File: config.mk
export PLATFORM = sky130hd
export DESIGN_NAME = apb_timer
export DESIGN_NICKNAME = d
export VERILOG_FILES = /design/src/rtl/apb_timer.sv
export SDC_FILE = /design/constraint.sdc
export NUM_CORES = 1
export LEC_CHECK = 0
export CAP_MARGIN = 20
export CORE_AREA = 2 2 119 121
export CTS_BUF_LIST = sky130_fd_sc_hd__clkbuf_16
export DETAILED_ROUTE_END_ITERATION = 6
export DIE_AREA = 0 0 121 123
export PLACE_DENSITY = 0.76
export SYNTH_ARGS = -nofsm -noshare
export SYNTH_HDL_FRONTEND = slang
export SYNTH_SLANG_ARGS = --single-unit
File: constraint.sdc
create_clock -name hclk_i -period 3.3 [get_ports hclk_i]
set_input_delay 0.66 -clock hclk_i [delete_from_list [all_inputs] [get_ports hclk_i]]
set_output_delay 0.66 -clock hclk_i [all_outputs]
set_load 0.01 [all_outputs]
File: src/rtl/apb_timer.sv
// APB timer: prescaled up-counter with compare match, sticky MATCH flag and level irq.
// Optional PWM output and CTRL.POL bit are built only when APB_TIMER_PWM_EN is defined.
module apb_timer #(
  parameter int unsigned DATA_WIDTH  = 32,
  parameter int unsigned PRESC_WIDTH = 16
) (
  input  logic                  hclk_i,
  input  logic                  hreset_i,
  input  logic                  psel_i,
  input  logic                  penable_i,
  input  logic                  pwrite_i,
  input  logic [DATA_WIDTH-1:0] paddr_i,
  input  logic [DATA_WIDTH-1:0] pwdata_i,
  output logic [DATA_WIDTH-1:0] prdata_o,
  output logic                  pready_o,
  output logic                  pslverr_o,
  output logic                  irq_o,
  output logic                  pwm_o
);

  localparam logic [7:0] ADDR_CTRL    = 8'h00;
  localparam logic [7:0] ADDR_PRESC   = 8'h04;
  localparam logic [7:0] ADDR_COUNT   = 8'h08;
  localparam logic [7:0] ADDR_COMPARE = 8'h0C;
  localparam logic [7:0] ADDR_STATUS  = 8'h10;

  logic [7:0]             addr;
  logic                   access;
  logic                   addr_valid;
  logic                   wr_en;
  logic                   unused_addr;

  logic                   ctrl_en_q, ctrl_en_d;
  logic                   ctrl_ar_q, ctrl_ar_d;
  logic                   ctrl_irqen_q, ctrl_irqen_d;
  logic                   ctrl_pol_q;
  logic [PRESC_WIDTH-1:0] presc_q, presc_d;
  logic [PRESC_WIDTH-1:0] presc_cnt_q, presc_cnt_d;
  logic [DATA_WIDTH-1:0]  count_q, count_d;
  logic [DATA_WIDTH-1:0]  compare_q, compare_d;
  logic                   match_q, match_d;
  logic                   irq_q, irq_d;
  logic                   tick;
  logic                   match_hit;

`ifdef APB_TIMER_PWM_EN
  logic                   ctrl_pol_d;
  logic                   pwm_q, pwm_d;
`else
  assign ctrl_pol_q = 1'b0;
`endif

  assign addr        = paddr_i[7:0];
  assign unused_addr = ^paddr_i[DATA_WIDTH-1:8];
  assign access      = psel_i & penable_i;
  assign wr_en       = access & pwrite_i & addr_valid;
  assign pready_o    = access;
  assign pslverr_o   = access & ~addr_valid;
  assign irq_o       = irq_q;

  // Address decode; misaligned offsets never match a register
  always_comb begin
    addr_valid = 1'b0;
    case (addr)
      ADDR_CTRL, ADDR_PRESC, ADDR_COUNT, ADDR_COMPARE, ADDR_STATUS: addr_valid = 1'b1;
      default: addr_valid = 1'b0;
    endcase
  end

  // Read mux, live during both setup and access phases of a read
  always_comb begin
    prdata_o = '0;
    if (psel_i && !pwrite_i) begin
      case (addr)
        ADDR_CTRL:    prdata_o = DATA_WIDTH'({ctrl_pol_q, ctrl_irqen_q, ctrl_ar_q, ctrl_en_q});
        ADDR_PRESC:   prdata_o = DATA_WIDTH'(presc_q);
        ADDR_COUNT:   prdata_o = count_q;
        ADDR_COMPARE: prdata_o = compare_q;
        ADDR_STATUS:  prdata_o = DATA_WIDTH'(match_q);
        default:      prdata_o = '0;
      endcase
    end
  end

  // Next-state: prescaler and counter first, then APB writes override
  always_comb begin
    ctrl_en_d    = ctrl_en_q;
    ctrl_ar_d    = ctrl_ar_q;
    ctrl_irqen_d = ctrl_irqen_q;
    presc_d      = presc_q;
    presc_cnt_d  = presc_cnt_q;
    count_d      = count_q;
    compare_d    = compare_q;
    match_d      = match_q;
    tick         = ctrl_en_q && (presc_cnt_q == presc_q);
    match_hit    = tick && (count_q == compare_q);
`ifdef APB_TIMER_PWM_EN
    ctrl_pol_d   = ctrl_pol_q;
    pwm_d        = ctrl_en_q ? ((count_q < compare_q) ^ ctrl_pol_q) : 1'b0;
`endif

    if (!ctrl_en_q || tick) presc_cnt_d = '0;
    else                    presc_cnt_d = presc_cnt_q + PRESC_WIDTH'(1);

    if (tick) begin
      if (match_hit) begin
        if (ctrl_ar_q) count_d   = '0;
        else           ctrl_en_d = 1'b0;
      end else begin
        count_d = count_q + DATA_WIDTH'(1);
      end
    end

    if (wr_en) begin
      case (addr)
        ADDR_CTRL: begin
          ctrl_en_d    = pwdata_i[0];
          ctrl_ar_d    = pwdata_i[1];
          ctrl_irqen_d = pwdata_i[2];
`ifdef APB_TIMER_PWM_EN
          ctrl_pol_d   = pwdata_i[3];
`endif
        end
        ADDR_PRESC: begin
          presc_d = pwdata_i[PRESC_WIDTH-1:0];
          // New period shorter than the running phase: restart the phase
          if (presc_cnt_d > pwdata_i[PRESC_WIDTH-1:0]) presc_cnt_d = '0;
        end
        ADDR_COUNT:   count_d   = pwdata_i;
        ADDR_COMPARE: compare_d = pwdata_i;
        ADDR_STATUS:  if (pwdata_i[0]) match_d = 1'b0;
        default: ;
      endcase
    end

    // A fresh match outranks a concurrent clear
    if (match_hit) match_d = 1'b1;

    irq_d = match_q & ctrl_irqen_q;
  end

  always_ff @(posedge hclk_i) begin
    if (hreset_i) begin
      ctrl_en_q    <= 1'b0;
      ctrl_ar_q    <= 1'b0;
      ctrl_irqen_q <= 1'b0;
      presc_q      <= '0;
      presc_cnt_q  <= '0;
      count_q      <= '0;
      compare_q    <= '1;
      match_q      <= 1'b0;
      irq_q        <= 1'b0;
    end else begin
      ctrl_en_q    <= ctrl_en_d;
      ctrl_ar_q    <= ctrl_ar_d;
      ctrl_irqen_q <= ctrl_irqen_d;
      presc_q      <= presc_d;
      presc_cnt_q  <= presc_cnt_d;
      count_q      <= count_d;
      compare_q    <= compare_d;
      match_q      <= match_d;
      irq_q        <= irq_d;
    end
  end

`ifdef APB_TIMER_PWM_EN
  always_ff @(posedge hclk_i) begin
    if (hreset_i) begin
      ctrl_pol_q <= 1'b0;
      pwm_q      <= 1'b0;
    end else begin
      ctrl_pol_q <= ctrl_pol_d;
      pwm_q      <= pwm_d;
    end
  end

  assign pwm_o = pwm_q;
`else
  assign pwm_o = 1'b0;
`endif

endmodule

==> impl_metrics.tcl <==
set metrics [dict create \
    status "completed" \
    synth_cell_types 59 \
    cts_tree "built" \
    clockBufferDepth 2 \
    clock_tree.root_cell "clkbuf_16" \
    drtIter0Drc 734 \
    critPathRequiredTime_ns 3.55 \
    fin_crit_sh 0.979 \
    initial_core_util 0.483 \
    synth_area_leaders "dfxtp_1 31%, xor2_1 7.6%, nor2_1 7.0%" \
    antenna_left 0 \
    crit_arrival_ns 3.48 \
    cp-start-kind "flop" \
    power_frac_comb 0.098 \
    tns_ns 0 \
    leakage_nw 3.34 \
    skew_ns 0.00588 \
    criticalPathCategory "flop to flop" \
    yosysTopAreaCellShare 0.308 \
    synthArstFlopShare 0 \
    fin_nets 1036 \
    synth-seq-cells 101 \
    io_pins 105 \
    die_x_um 121 \
    wl_um 20500 \
    synth_edf_count 0 \
    p_clk_frac 0.410 \
    fin_crit_ns 3.23 \
    clk_latency_ns 0.35 \
    wire_per_inst_um 18.0 \
    ys_seq_area_frac 0.308 \
    syn_inst 846 \
    synth_area_um2 6570 \
    clock-sinks 101 \
    routed_via_density 6.05 \
    yosys_warnings 0 \
    hold_class "flop to flop" \
    utilization 0.612 \
    die_area_um2 14900 \
    endpoint_kind "flop" \
    die_y_um 123 \
    place_area_um2 7800 \
    slew_headroom 0.326 \
    tightestPinTransition_ns 1.01 \
    grt.total_usage 0.276 \
    final_hold_viol_count 0 \
    power.share.switching 0.251 \
    gp_congestion 0.949 \
    drv_slew 0 \
    cp_max_fo 10 \
    vias 6860 \
    ir_drop_v 0.000232 \
    grt_overflow_total 0 \
    dr.pass1.iters 6 \
    syn_area_per_cell_um2 7.76 \
    p_sw_mw 0.655 \
    p_seq_frac 0.492 \
    fmax_mhz 310 \
    cts.clk_slew.worst_paths_ns 0.07 \
    grt_max_degree 94 \
    synth_area_leader_cell "dfxtp_1" \
    antenna_cells 0 \
    drc 0 \
    port_buffers 79 \
    synth.most_common_cell "nor2_1" \
    core-area_um2 13600 \
    stdcell_area_um2 8330 \
    cts_inserted_buffers 9 \
    ff_latch_area_um2 2020 \
    grt_pass1_vias 6424 \
    h-tree-depth 3 \
    p_int_mw 1.95 \
    syn_nets 933 \
    setup_violations 0 \
    grt_antenna_before_repair 0 \
    grt_pass1_wl_um 32700 \
    rows 43 \
    dp_hpwl_um 14300 \
    holdWs_ns 0.481 \
    cts_hold_buffers 0 \
    syn_to_final_growth_pct 26.8 \
    dp_slack_ns -0.418 \
    setup_ws_ns 0.0704 \
    fill_cells 1211 \
    dp_cells 1095 \
    total_power_mw 2.61 \
    final_cells 1134 \
    cap_violations 0 \
    drive_gt1_frac 0.181 \
    synth_flop_cell "dfxtp_1" \
    synth_top_cells_by_count "123 x nor2_1, 101 x dfxtp_1, 77 x nand2_1, 57 x xor2_1, 51 x clkbuf_1" \
    power.density_nw_per_um2 313 \
    multi_input_area_um2 4300 \
]
final timing paths:
kind         slack [ns]              to  cells after the start    startpoint
max                0.07  presc_cnt_q[9]                     15   presc_q[11]
min reg2reg        0.48           irq_o                      2  ctrl_irqen_q
max reg2reg        0.07  presc_cnt_q[9]                     15   presc_q[11]
min                0.48           irq_o                      2  ctrl_irqen_q
area by class of cell:
cell class	count	area share
clock buffers	9	0.0270
clock inverters	7	0.00796
flip-flops and latches	101	0.243
repair buffers	160	0.168
well taps	180	0.0270
inverters	26	0.0117
multi-input cells	651	0.516
repair_timing:
item                                    CTS  global route
buffers inserted                         19             4
resized for setup                       120            27
endpoints found under the setup margin   48            50
pin swaps                                 2             6
layer usage:
metal / share of wire / track usage / vias up
met3: 0.082 / 0.0623 / 59
met5: 0 / 0 / -
met2: 0.45 / 0.441 / 290
li1: - / - / 3269
met4: 0.032 / 0.111 / 0
met1: 0.43 / 0.362 / 3242
power by group through the flow:
stage | Clock [mW] | Combinational, mW | Sequential, mW
global route | 1.12 | 0.278 | 1.29
finish | 1.07 | 0.256 | 1.28
floorplan | 0 | 0.151 | 1.28
detailed placement | 0 | 0.242 | 1.31
CTS | 1.07 | 0.249 | 1.28
global placement | 0 | 0.240 | 1.31
registers in the layout, summed over array words and instances, names as in the netlist:
register / flops
compare_q: 32
count_q: 32
presc_q: 16
ctrl_ar_q: 1
match_q: 1
presc_cnt_q: 16
ctrl_en_q: 1
irq_o: 1
ctrl_irqen_q: 1
cells by family (layout without fill, tap and decap cells):
logic type / count (synthesis) / after routing / share of synthesized area
muxes: 17 / 17 / 0.0303
other: 1 / 1 / 0.000571
AOI/OAI and AO/OA: 172 / 172 / 0.188
DFF: 101 / 101 / 0.308
buffers and inverters: 94 / 202 / 0.0583
adders and majority gates: 18 / 18 / 0.0343
xor gates and xnor gates: 62 / 62 / 0.0827
and+or+nand+nor: 381 / 381 / 0.298
cell usage in the layout, fill, tap and decap left out, drive strengths merged, types with 4 or more instances in the layout:
cell type,synthesis,routed
a211o,19,19
a211oi,9,9
a21o,7,7
a21oi,34,34
a221oi,11,11
a22oi,33,33
a311oi,6,6
a31oi,8,8
and2,13,13
and3,15,15
and4,4,4
buf,17,100
clkbuf,51,9
clkdlybuf4s15,0,14
clkdlybuf4s50,0,41
clkinv,1,7
dfxtp,101,101
dlymetal6s2s,0,5
ha,18,18
inv,25,25
mux2,13,13
nand2,77,77
nand3,26,26
nand3b,18,18
nand4,21,21
nor2,123,123
nor2b,11,11
nor3,13,13
nor4,29,29
nor4b,19,19
o21ai,17,17
o21bai,4,4
or3,5,5
xnor2,5,5
xor2,57,57
worst max-delay path, stage by stage (launching register included):
cell and delay (ns):
dfxtp_1 0.35, xor2_1 0.18, nor4_2 0.29, buf_4 0.16
nand4_1 0.19, buf_4 0.23, nand2_4 0.10, buf_4 0.16
nor2_1 0.06, ha_1 0.29, a21o_1 0.19, a21oi_1 0.13
nor2b_1 0.06, o311a_1 0.30, buf_4 0.19, nor4b_1 0.24
No activity file was read; power rests on OpenSTA's default activity.
